===== config.mk =====
export PLATFORM = sky130hd
export DESIGN_NAME = hist_agc_ctrl_flat
export DESIGN_NICKNAME = d
export VERILOG_FILES = /design/src/rtl/hist_agc_if.sv /design/src/rtl/hist_agc_ctrl.sv /design/src/flat_wrapper.sv
export SDC_FILE = /design/constraint.sdc
export NUM_CORES = 1
export LEC_CHECK = 0
export CAP_MARGIN = 20
export CORE_ASPECT_RATIO = 1.75
export CORE_MARGIN = 2
export CORE_UTILIZATION = 59
export CTS_CLUSTER_DIAMETER = 60
export DETAILED_ROUTE_END_ITERATION = 16
export GPL_TIMING_DRIVEN = 0
export PLACE_DENSITY = 0.9
export SLEW_MARGIN = 20
export SYNTH_ARGS = -nofsm -noshare
export SYNTH_HDL_FRONTEND = slang
export SYNTH_SLANG_ARGS = --single-unit

===== constraint.sdc =====
create_clock -name clk -period 4.3 [get_ports clk]
set_input_delay 1.29 -clock clk [delete_from_list [all_inputs] [get_ports clk]]
set_output_delay 1.29 -clock clk [all_outputs]
set_load 0.05 [all_outputs]

===== src/rtl/hist_agc_if.sv =====
// Histogram read port: the controller drives line select and lock, the
// histogram block returns its valid flag and the addressed line's counts.
interface hist_agc_if;
  logic [7:0]  hist_addr;
  logic        hist_lock;
  logic        hist_valid;
  logic [31:0] hist_result;

  modport master (
    output hist_addr,
    output hist_lock,
    input  hist_valid,
    input  hist_result
  );

  modport slave (
    input  hist_addr,
    input  hist_lock,
    output hist_valid,
    output hist_result
  );
endinterface


===== src/rtl/hist_agc_ctrl.sv =====
// Sweeps the histogram line by line, samples the locked {sig, mag} word and
// runs a per-line gain loop on the magnitude count plus a DC-offset flag.
module hist_agc_ctrl #(
  parameter int unsigned LINES     = 1,
  parameter int unsigned GAIN_W    = 5,
  parameter int unsigned GAIN_INIT = 16,
  parameter logic [15:0] MAG_LO    = 16'd18000,
  parameter logic [15:0] MAG_HI    = 16'd25000,
  parameter logic [15:0] SIG_LO    = 16'd30000,
  parameter logic [15:0] SIG_HI    = 16'd35535,
  parameter int unsigned WAIT_CYC  = 4,
  parameter logic [31:0] INTERVAL  = 32'd65536
) (
  input  logic                      clk,
  input  logic                      reset,
  input  logic                      enable,
  hist_agc_if.master                hist,
  output logic [LINES*GAIN_W-1:0]   gain_vec,
  output logic [LINES-1:0]          dc_alarm,
  output logic                      busy,
  output logic                      sweep_done
);

  localparam int unsigned IDX_W  = (LINES > 1) ? $clog2(LINES) : 1;
  localparam int unsigned WCNT_W = (WAIT_CYC > 1) ? $clog2(WAIT_CYC) : 1;

  localparam logic [GAIN_W-1:0] GAIN_MAX  = '1;
  localparam logic [GAIN_W-1:0] GAIN_RST  = GAIN_W'(GAIN_INIT);
  localparam logic [IDX_W-1:0]  LAST_IDX  = IDX_W'(LINES - 1);
  localparam logic [WCNT_W-1:0] WCNT_LOAD = WCNT_W'(WAIT_CYC - 1);

  typedef enum logic [2:0] {
    S_IDLE,
    S_SET,
    S_SETTLE,
    S_FREEZE,
    S_SAMPLE,
    S_UPDATE,
    S_GAP
  } state_t;

  state_t              state;
  logic [IDX_W-1:0]    idx;
  logic [IDX_W-1:0]    idx_nxt;
  logic [WCNT_W-1:0]   wcnt;
  logic [31:0]         timer;
  logic [15:0]         sig_s;
  logic [15:0]         mag_s;
  logic [GAIN_W-1:0]   gain_cur;
  logic [GAIN_W-1:0]   gain_nxt;
  logic                dc_nxt;

  assign idx_nxt = idx + IDX_W'(1);

  // Gain step and DC flag for the line currently being updated.
  always_comb begin
    gain_cur = gain_vec[idx*GAIN_W +: GAIN_W];
    gain_nxt = gain_cur;
    if (mag_s < MAG_LO) begin
      if (gain_cur != GAIN_MAX) gain_nxt = gain_cur + GAIN_W'(1);
    end else if (mag_s > MAG_HI) begin
      if (gain_cur != '0) gain_nxt = gain_cur - GAIN_W'(1);
    end
    dc_nxt = (sig_s < SIG_LO) || (sig_s > SIG_HI);
  end

  // Outputs are written on the transition into a state so that hist_addr and
  // hist_lock already carry that state's values during its first cycle.
  always_ff @(posedge clk) begin
    if (reset) begin
      state          <= S_IDLE;
      idx            <= '0;
      wcnt           <= '0;
      timer          <= '0;
      sig_s          <= '0;
      mag_s          <= '0;
      hist.hist_addr <= '0;
      hist.hist_lock <= 1'b1;
      gain_vec       <= {LINES{GAIN_RST}};
      dc_alarm       <= '0;
      busy           <= 1'b0;
      sweep_done     <= 1'b0;
    end else begin
      sweep_done <= 1'b0;
      case (state)
        S_IDLE: begin
          hist.hist_lock <= 1'b1;
          idx            <= '0;
          if (enable && hist.hist_valid && (timer == '0)) begin
            state          <= S_SET;
            hist.hist_addr <= '0;
            hist.hist_lock <= 1'b0;
            busy           <= 1'b1;
          end
        end
        S_SET: begin
          state <= S_SETTLE;
          wcnt  <= WCNT_LOAD;
        end
        S_SETTLE: begin
          if (wcnt == '0) begin
            state          <= S_FREEZE;
            wcnt           <= WCNT_LOAD;
            hist.hist_lock <= 1'b1;
          end else begin
            wcnt <= wcnt - WCNT_W'(1);
          end
        end
        S_FREEZE: begin
          if (wcnt == '0) begin
            state <= S_SAMPLE;
          end else begin
            wcnt <= wcnt - WCNT_W'(1);
          end
        end
        S_SAMPLE: begin
          sig_s <= hist.hist_result[31:16];
          mag_s <= hist.hist_result[15:0];
          state <= S_UPDATE;
        end
        S_UPDATE: begin
          gain_vec[idx*GAIN_W +: GAIN_W] <= gain_nxt;
          dc_alarm[idx]                  <= dc_nxt;
          if (idx == LAST_IDX) begin
            state      <= S_GAP;
            busy       <= 1'b0;
            sweep_done <= 1'b1;
            timer      <= INTERVAL - 32'd1;
          end else begin
            state          <= S_SET;
            idx            <= idx_nxt;
            hist.hist_addr <= 8'(idx_nxt);
            hist.hist_lock <= 1'b0;
          end
        end
        S_GAP: begin
          // The IDLE cycle that follows completes the inter-sweep interval.
          if (timer <= 32'd1) begin
            timer <= '0;
            state <= S_IDLE;
          end else begin
            timer <= timer - 32'd1;
          end
        end
        default: begin
          state <= S_IDLE;
        end
      endcase
    end
  end

endmodule


===== src/flat_wrapper.sv =====
// flat-port wrapper written by rule: the top's interface ports become plain ports
module hist_agc_ctrl_flat 
#(
  parameter int unsigned LINES     = 1,
  parameter int unsigned GAIN_W    = 5,
  parameter int unsigned GAIN_INIT = 16,
  parameter logic [15:0] MAG_LO    = 16'd18000,
  parameter logic [15:0] MAG_HI    = 16'd25000,
  parameter logic [15:0] SIG_LO    = 16'd30000,
  parameter logic [15:0] SIG_HI    = 16'd35535,
  parameter int unsigned WAIT_CYC  = 4,
  parameter logic [31:0] INTERVAL  = 32'd65536
)
  (clk, reset, enable, gain_vec, dc_alarm, busy, sweep_done, hist_hist_addr, hist_hist_lock, hist_hist_valid, hist_hist_result);
  hist_agc_if hist_i ();
  input  logic clk;
  input  logic reset;
  input  logic enable;
  output logic [LINES*GAIN_W-1:0] gain_vec;
  output logic [LINES-1:0] dc_alarm;
  output logic busy;
  output logic sweep_done;
  output wire logic [$bits(hist_i.hist_addr)-1:0] hist_hist_addr;
  output wire logic [$bits(hist_i.hist_lock)-1:0] hist_hist_lock;
  input wire logic [$bits(hist_i.hist_valid)-1:0] hist_hist_valid;
  input wire logic [$bits(hist_i.hist_result)-1:0] hist_hist_result;
  assign hist_hist_addr = hist_i.hist_addr;
  assign hist_hist_lock = hist_i.hist_lock;
  assign hist_i.hist_valid = hist_hist_valid;
  assign hist_i.hist_result = hist_hist_result;
  hist_agc_ctrl #(.LINES(LINES), .GAIN_W(GAIN_W), .GAIN_INIT(GAIN_INIT), .MAG_LO(MAG_LO), .MAG_HI(MAG_HI), .SIG_LO(SIG_LO), .SIG_HI(SIG_HI), .WAIT_CYC(WAIT_CYC), .INTERVAL(INTERVAL)) u_core (.clk(clk), .reset(reset), .enable(enable), .hist(hist_i), .gain_vec(gain_vec), .dc_alarm(dc_alarm), .busy(busy), .sweep_done(sweep_done));
endmodule

Word-level counts from Yosys, hierarchy flattened

Cells that the tools add are included.

Flip-flop bits (word level): 87
Bits of input ports: 36
Output and inout port bits: 17
Word-level logic and storage cells: 95

Add/sub/neg operators: 6
Multipliers: 1
Order comparisons: 7
Eq/ne operators: 14
Shift operators: 3
Muxes and demuxes: 32
Bitwise gates (word level): 1
Reduce and logical (&&, ||, !) cells: 19

Operator list:

| operator                 | number |
|---|---|
| $mux W32                 | 2 |
| $pmux W32 S2             | 1 |
| $neg A4 Y34              | 1 |
| $shift A5 B34 Y5 const A | 1 |
| $shiftx A5 B34 Y5        | 1 |
| $le A32 B1 Y1 const B    | 1 |
| $logic_not A32 Y1        | 1 |
| $lt A16 B15 Y1 const B   | 2 |
| $sub A32 B1 Y32 const B  | 1 |
| $pmux W3 S7              | 1 |
| $mux W5                  | 4 |
| $gt A16 B15 Y1 const B   | 1 |
| $gt A16 B16 Y1 const B   | 1 |
| $mux W8                  | 2 |
| $pmux W8 S2              | 1 |
| $mux W3                  | 5 |
| $ne A2 B1 Y1 const B     | 5 |
| $eq A3 B3 Y1 const B     | 3 |
| $reduce_and A3 Y1        | 3 |
| $mux W1                  | 8 |
| $eq A3 B2 Y1 const B     | 2 |
| $pmux W2 S3              | 1 |
| $reduce_bool A3 Y1       | 2 |
| $add A5 B1 Y5 const B    | 1 |
| other kinds (25)         | 32 |

Longest topological paths before layout

Gate-level depths: netlist of the first run.

Depth after elaboration: 8
Gate-level depth with buffers: 8

Worst setup path after synthesis of the first run

Ideal clock, no wire load.

Path kind: input -> register
From: input reset
To: register u_core.timer[26]
Setup time: 70 ps
Arrival: 2170 ps
Slack: 2060 ps
Stages on the path: 4
Buffers on the path: 1
Cells stage by stage: nor3_1 > buf_2 > a21oi_1 > a21oi_1

RTL lines:

| what                   | RTL line             | RTL |
|---|---|---|
| start: declaration     | flat_wrapper.sv:17   | `input logic reset;` |
| end signal: assignment | hist_agc_ctrl.sv:128 | `timer <= INTERVAL - 32'd1;` |
| end signal: assignment | hist_agc_ctrl.sv:142 | `timer <= timer - 32'd1;` |
| end: declaration       | hist_agc_ctrl.sv:46  | `logic [31:0] timer;` |

==> impl_metrics.csv, run 1 <==
group,metric,value,unit
yosys,synth_edf_count,0,
timing,final-setup-viol-count,0,
setup_path,required,3.01,ns
detailed_routing,routed_wl,9530,um
power,fin_total_pwr,1.38,mW
timing,max_slew_margin,40.5,%
power,swShare,26.4,%
clocking,clock_path_buffers,2,
yosys,ys_async_sr_fraction,0,%
power,leakage,1.65,nW
clocking,cts_resized,0,
outcome,status,"complete, no violations",
power,share_seq_of_total_power,52.0,%
timing,max_freq,338,MHz
yosys,syn_inst,492,
floorplanning,die_x,64.6,um
final_layout,post-route-util,72.2,%
timing,hold_viol_final,0,
setup_path,crit_cells,1,
setup_path,cp_slowest_cell,"clkdlybuf4s50_1",
worst_hold_path,min_path_cells,2,
timing,fin_crit,2.96,ns
detailed_routing,routed_via_density,6.10,
power,vdd_drop_max,0.260,mV
clocking,cts_tree,"yes",
timing,final.period_utilization,68.9,%
final_layout,fillCellCount,481,
clocking,cts_hold_buf,0,
final_layout,final_cell_mix,"nand2_1 (85), dfxtp_1 (75), a21oi_1 (55)",
setup_path,worstPathArrival,1.67,ns
setup_path,worstPathMaxFanout,7,
grt,gr-total-overflow,0,
final_layout,nets,591,
timing,fin_ws,1.34,ns
grt,grt_usage,28.9,%
yosys,synthFlopType,"dfxtp_1",
clocking,clock_sinks,75,
yosys,avgSynthCellArea,7.70,um^2
timing,rsz0062_at_grt,"false",
setup_path,cp-start-kind,"flop",
power,intPower,1.01,mW
timing,timing.hold.ws,0.470,ns
detailed_routing,wl_per_cell,15.0,um
yosys,syn_area,3790,um^2
setup_path,crit_buf_inv,1,
grt,grt_pass1_wl,16300,um
final_layout,layout_commonest_cell,"nand2_1",
setup_path,rrSetupSlack,1.64,ns
floorplanning,initial_core_util,60.8,%
clocking,htree_levels,3,
setup_path,endpoint_kind,"primary output",
detailed_routing,drc,0,
power,combPwrFrac,12.2,%
final_layout,regArea,1500,um^2
run,maxCapViolations,0,
clocking,post-cts-setup-buffers,0,
timing,tightest_slew,0.884,ns
setup_path,critPathCapture,"gain_vec[1]",
place,pre_cts_ws,1.19,ns
grt,grt_pass1_vias,3806,
final_layout,antenna_cells,0,
power,switchingPower,363,uW
yosys,yosys_warnings,0,
final_layout,drive_above_1_share,7.57,%
final_layout,multiInputGateArea,2090,um^2
floorplanning,core,6230,um^2
place,gp_congestion,0.855,
yosys,ys_seq_elements,75,
final_layout,areaGrowthSynthToFinish,18.6,%
clocking,clk_pin_slew,0.08,ns
yosys,yosysSeqAreaShare,39.6,%
setup_path,crit_path_cell_trace,"clkdlybuf4s50_1",
place,portBuffers,41,
floorplanning,num_rows,38,
grt,antenna_found_initial,0,
clocking,cts_root_buffer,"clkbuf_8",
clocking,cts_buffers,9,
timing,finClkSkew,0.00909,ns
setup_path,max_stage_delay,0.85,ns
setup_path,worstReg2RegStart,"u_core.timer[0]",
setup_path,cp_top_family,"buffers and inverters",
timing,timing.setup.tns,0,ns
yosys,ys_types,63,
power,p_clk_share,35.8,%
grt,grt_max_degree,12,
setup_path,r2r_end,"u_core.timer[26]",
clocking,clk_latency,0.36,ns
place,dpl.hpwl,7060,um
floorplanning,dieArea,7110,um^2
setup_path,worstSetupPathType,"flop to primary output",
floorplanning,pin_count,53,
power,p_per_area,306,nW/um^2
floorplanning,chipHeight,110,um
detailed_routing,antenna_left,0,
setup_path,r2r_cells,8,
detailed_routing,routed-via-count,3874,
detailed_routing,drtIter0Drc,208,
detailed_routing,drt_first_pass_iters,6,
worst_hold_path,hold_path_class,"flop to flop",
timing,slew_violations,0,
==> cells in the mapped netlist, types with 2 or more instances <==
master | n | area [um^2]
nor4_2 | 3 | 37.5
or4_4 | 2 | 22.5
ha_1 | 5 | 62.6
o21ai_1 | 3 | 15.0
a211oi_1 | 6 | 45.0
a21o_1 | 2 | 15.0
buf_4 | 7 | 52.6
dfxtp_1 | 75 | 1500
or3_1 | 5 | 31.3
o41ai_1 | 3 | 26.3
buf_2 | 5 | 25.0
nor2_1 | 34 | 128
o21ai_0 | 37 | 185
or4_1 | 2 | 15.0
nor4b_1 | 3 | 26.3
nor4_1 | 13 | 81.3
nor3b_1 | 5 | 37.5
nor3_1 | 20 | 100
nand4_1 | 2 | 12.5
and3_1 | 2 | 12.5
nand2_1 | 85 | 319
clkbuf_1 | 22 | 82.6
a31oi_1 | 10 | 62.6
o31a_1 | 2 | 17.5
nor2b_1 | 2 | 12.5
nand3_1 | 17 | 85.1
inv_1 | 12 | 45.0
a221oi_1 | 4 | 35.0
or2_2 | 4 | 25.0
o31ai_1 | 5 | 37.5
a21oi_1 | 55 | 275
nand3b_1 | 2 | 15.0
xor2_1 | 4 | 35.0
nand2b_1 | 4 | 25.0
o21bai_1 | 2 | 15.0
==> how the worst min path moves through the flow <==
stage	start	endpoint	slack [ns]
global placement	u_core.mag_s[0]	u_core.mag_s[0]	0.44
detailed placement	u_core.mag_s[3]	u_core.mag_s[3]	0.46
global route	u_core.hist.hist_addr[0]	u_core.hist.hist_addr[0]	0.49
CTS	u_core.mag_s[3]	u_core.mag_s[3]	0.47
floorplan	u_core.mag_s[0]	u_core.mag_s[0]	0.43
finish	u_core.mag_s[3]	u_core.mag_s[3]	0.47
==> through the flow <==
stage,instance area (um^2),instances
3_5_place_dp,4320,619
2_1_floorplan,3810,498
6_report,4500,635
4_1_cts,4500,635
3_3_place_gp,4320,619
5_1_grt,4500,635
==> cell type report <==
| class | count | area share [%] |
|---|---|---|
| well taps | 80 | 2.23 |
| repair buffers | 41 | 9.13 |
| plain buffers | 35 | 3.81 |
| flip-flops and latches | 75 | 33.4 |
| inverters | 12 | 1.00 |
| clock buffers | 14 | 3.62 |
| multi-input cells | 376 | 46.6 |
| clock inverters | 2 | 0.223 |
==> power by group through the flow <==
stage | combinational [mW] | sequential (mW) | clock (mW)
floorplan | 0.100 | 0.735 | 0
global placement | 0.157 | 0.730 | 0
detailed placement | 0.163 | 0.731 | 0
CTS | 0.164 | 0.715 | 0.499
global route | 0.180 | 0.717 | 0.526
finish | 0.168 | 0.716 | 0.493
==> per-layer routing <==
| layer | up-vias | global-route usage [%] | part of all wire [%] |
|---|---|---|---|
| met4 | 0 | 16.3 | 3.5 |
| li1 | 1879 | - | - |
| met1 | 1804 | 28.8 | 37 |
| met5 | - | 0 | 0 |
| met3 | 33 | 5.58 | 4.8 |
| met2 | 158 | 54.9 | 55 |
==> flip-flops by register name, indices dropped and copies added, names as in the netlist, named ones only <==
name,flops
u_core.wcnt,2
u_core.mag_s,16
u_core.sweep_done,1
u_core.sig_s,12
u_core.busy,1
u_core.dc_alarm,1
u_core.state,3
u_core.timer,32
u_core.hist.hist_addr,1
u_core.hist.hist_lock,1
==> tightest hold or removal path, delay by kind of cell (launching register included) <==
kind,cells,cell delay (ns)
flip-flops,1,0.32
AND/OR/NAND/NOR,1,0.05
AO/OA/AOI/OAI,1,0.05
==> cell families after synthesis <==
group / share of synthesized area (%)
AND/OR/NAND/NOR: 28.6
AO/OA/AOI/OAI: 23.1
flip-flops: 39.6
buffers and inverters: 5.71
adder cells (fa/ha/maj): 1.65
XOR/XNOR: 0.924
other: 0.0989
multiplexers: 0.297
Note: power is estimated with default switching activity, not from simulation.
==> run 2: changes to the inputs <==
--- a/config.mk
+++ b/config.mk
@@ -8,11 +8,11 @@
 export CAP_MARGIN = 20
 export CORE_ASPECT_RATIO = 1.75
 export CORE_MARGIN = 2
-export CORE_UTILIZATION = 59
+export CORE_UTILIZATION = 49
 export CTS_CLUSTER_DIAMETER = 60
 export DETAILED_ROUTE_END_ITERATION = 16
 export GPL_TIMING_DRIVEN = 0
-export PLACE_DENSITY = 0.9
+export PLACE_DENSITY = 0.81
 export SLEW_MARGIN = 20
 export SYNTH_ARGS = -nofsm -noshare
 export SYNTH_HDL_FRONTEND = slang
==> constraint.sdc (replaced) <==
create_clock -name clk -period 2.4 [get_ports clk]
set_input_delay 0.72 -clock clk [delete_from_list [all_inputs] [get_ports clk]]
set_output_delay 0.72 -clock clk [all_outputs]
set_load 0.05 [all_outputs]
==> impl_metrics.csv, run 2 (same netlist as run 1, synthesis figures left out) <==
group,metric,value,unit
clocking,clock_path_buffers,2,
floorplanning,pin_count,53,
setup_path,crit_buf_inv,1,
grt,grt_max_degree,12,
detailed_routing,antenna_left,0,
place,gp_congestion,0.867,
final_layout,antenna_cells,0,
floorplanning,initial_core_util,50.4,%
timing,rsz0062_at_grt,"true",
clocking,cts_root_buffer,"clkbuf_16",
timing,max_freq,418,MHz
power,fin_total_pwr,2.89,mW
detailed_routing,wl_per_cell,14.9,um
outcome,status,"complete, no violations",
worst_hold_path,min_path_cells,2,
timing,final-setup-viol-count,0,
power,vdd_drop_max,0.447,mV
timing,hold_viol_final,0,
final_layout,largest_reg_flops,32,
setup_path,worstPathMaxFanout,7,
setup_path,endpoint_kind,"primary output",
grt,gr-total-overflow,0,
grt,grt_usage,22.9,%
final_layout,nets,593,
timing,slew_violations,0,
floorplanning,dieArea,8480,um^2
final_layout,final_cell_mix,"nand2_1 (85), dfxtp_1 (75), a21oi_1 (55)",
setup_path,required,1.68,ns
timing,final.period_utilization,99.7,%
floorplanning,die_x,70.5,um
floorplanning,core,7510,um^2
final_layout,stdcell_area,4710,um^2
detailed_routing,drtIter0Drc,210,
place,pre_cts_ws,-0.166,ns
detailed_routing,routed_wl,9630,um
place,dpl.hpwl,6950,um
detailed_routing,routed_via_density,5.94,
power,p_per_area,614,nW/um^2
setup_path,crit_cells,1,
final_layout,drive_above_1_share,9.87,%
floorplanning,chipHeight,120,um
place,post-place-cells,627,
clocking,clk_pin_slew,0.05,ns
worst_hold_path,hold_path_class,"flop to flop",
detailed_routing,drc,0,
final_layout,reg_top3,"u_core.timer: 32 flops, u_core.mag_s: 16 flops, u_core.sig_s: 12 flops",
clocking,cts_buffers,9,
place,portBuffers,41,
power,leakage,1.75,nW
final_layout,post-route-util,62.7,%
grt,antenna_found_initial,0,
setup_path,cp-start-kind,"flop",
setup_path,max_stage_delay,0.86,ns
timing,tightest_slew,0.884,ns
final_layout,top_register,"u_core.timer",
clocking,clock_sinks,75,
clocking,htree_levels,3,
place,placed_area,4330,um^2
setup_path,r2r_cells,8,
timing,timing.setup.tns,0,ns
timing,fin_ws,0.00713,ns
timing,timing.hold.ws,0.464,ns
timing,max_slew_margin,40.5,%
setup_path,crit_path_cell_trace,"clkdlybuf4s50_1",
clocking,clk_latency,0.34,ns
setup_path,cp_top_family,"buffers and inverters",
clocking,cts_tree,"yes",
run,maxCapViolations,0,
detailed_routing,drt_first_pass_iters,4,
setup_path,worstSetupPathType,"flop to primary output",
grt,grt_pass1_vias,3683,
timing,fin_crit,2.39,ns
setup_path,worstPathArrival,1.67,ns
final_layout,layout_commonest_cell,"nand2_1",
detailed_routing,routed-via-count,3831,
grt,grt_pass1_wl,15800,um
final_layout,areaGrowthSynthToFinish,24.3,%
clocking,cts_hold_buf,0,
final_layout,instances_no_fill,645,
floorplanning,num_rows,42,
setup_path,cp_slowest_cell,"clkdlybuf4s50_1",
timing,finClkSkew,0.00647,ns
==> run 2: worst paths after layout <==
| check | slack [ns] | to | startpoint |
|---|---|---|---|
| setup / recovery | 0.007 | gain_vec[1] | flop |
| hold reg to reg | 0.46 | u_core.mag_s[0] | u_core.mag_s[0] |
| setup reg to reg | 0.10 | u_core.timer[8] | u_core.timer[0] |
| hold / removal | 0.46 | u_core.mag_s[0] | u_core.mag_s[0] |
==> run 2: where the power goes <==
| group | internal (mW) | total [mW] | switching, mW |
|---|---|---|---|
| Clock | 0.812 | 1.31 | 0.502 |
| Sequential | 1.27 | 1.28 | 0.0172 |
| Combinational | 0.123 | 0.296 | 0.173 |
==> run 2: cell type report <==
cell class                 count  area, um^2
tap                           88         110
buffer                        35         171
timing repair buffer          43         428
fill                         669        2810
inverter                      12        45.0
clock inverter                 1        5.00
clock buffer                  15         288
sequential                    75        1500
multi-input combinational    376        2160
==> run 2: metal layers <==
layer,GRT usage [%],up-vias,share of wire (%)
met5,0,-,0
met1,22.8,1780,38
met2,43.2,122,54
li1,-,1891,-
met4,12.6,0,4.2
met3,4.67,38,3.5
==> run 2: worst reg2reg max path: stages, from the launching register on <==
cell and delay [ns]:
dfxtp_1 0.35, inv_1 0.13, ha_1 0.26, or3b_4 0.45, or3_1 0.39, nor4_2 0.20, xor2_1 0.18, o21ai_0 0.10
a21oi_1 0.17
==> run 2: repair_timing <==
action | 4_1_cts | 5_1_grt
gates resized for setup | 1 | 12
endpoints found under the setup margin | 9 | 22
hold endpoints to repair | 0 | 0
pin swaps | 0 | 1
setup buffers | 0 | 2
==> run 3: changes to the inputs <==
--- a/config.mk
+++ b/config.mk
@@ -13,7 +13,7 @@
 export DETAILED_ROUTE_END_ITERATION = 16
 export GPL_TIMING_DRIVEN = 0
 export PLACE_DENSITY = 0.81
-export SLEW_MARGIN = 20
+export SLEW_MARGIN = 40
 export SYNTH_ARGS = -nofsm -noshare
 export SYNTH_HDL_FRONTEND = slang
 export SYNTH_SLANG_ARGS = --single-unit
==> results of run 3 <==
Same layout as run 2: the final DEF is identical, and so are final timing and power.
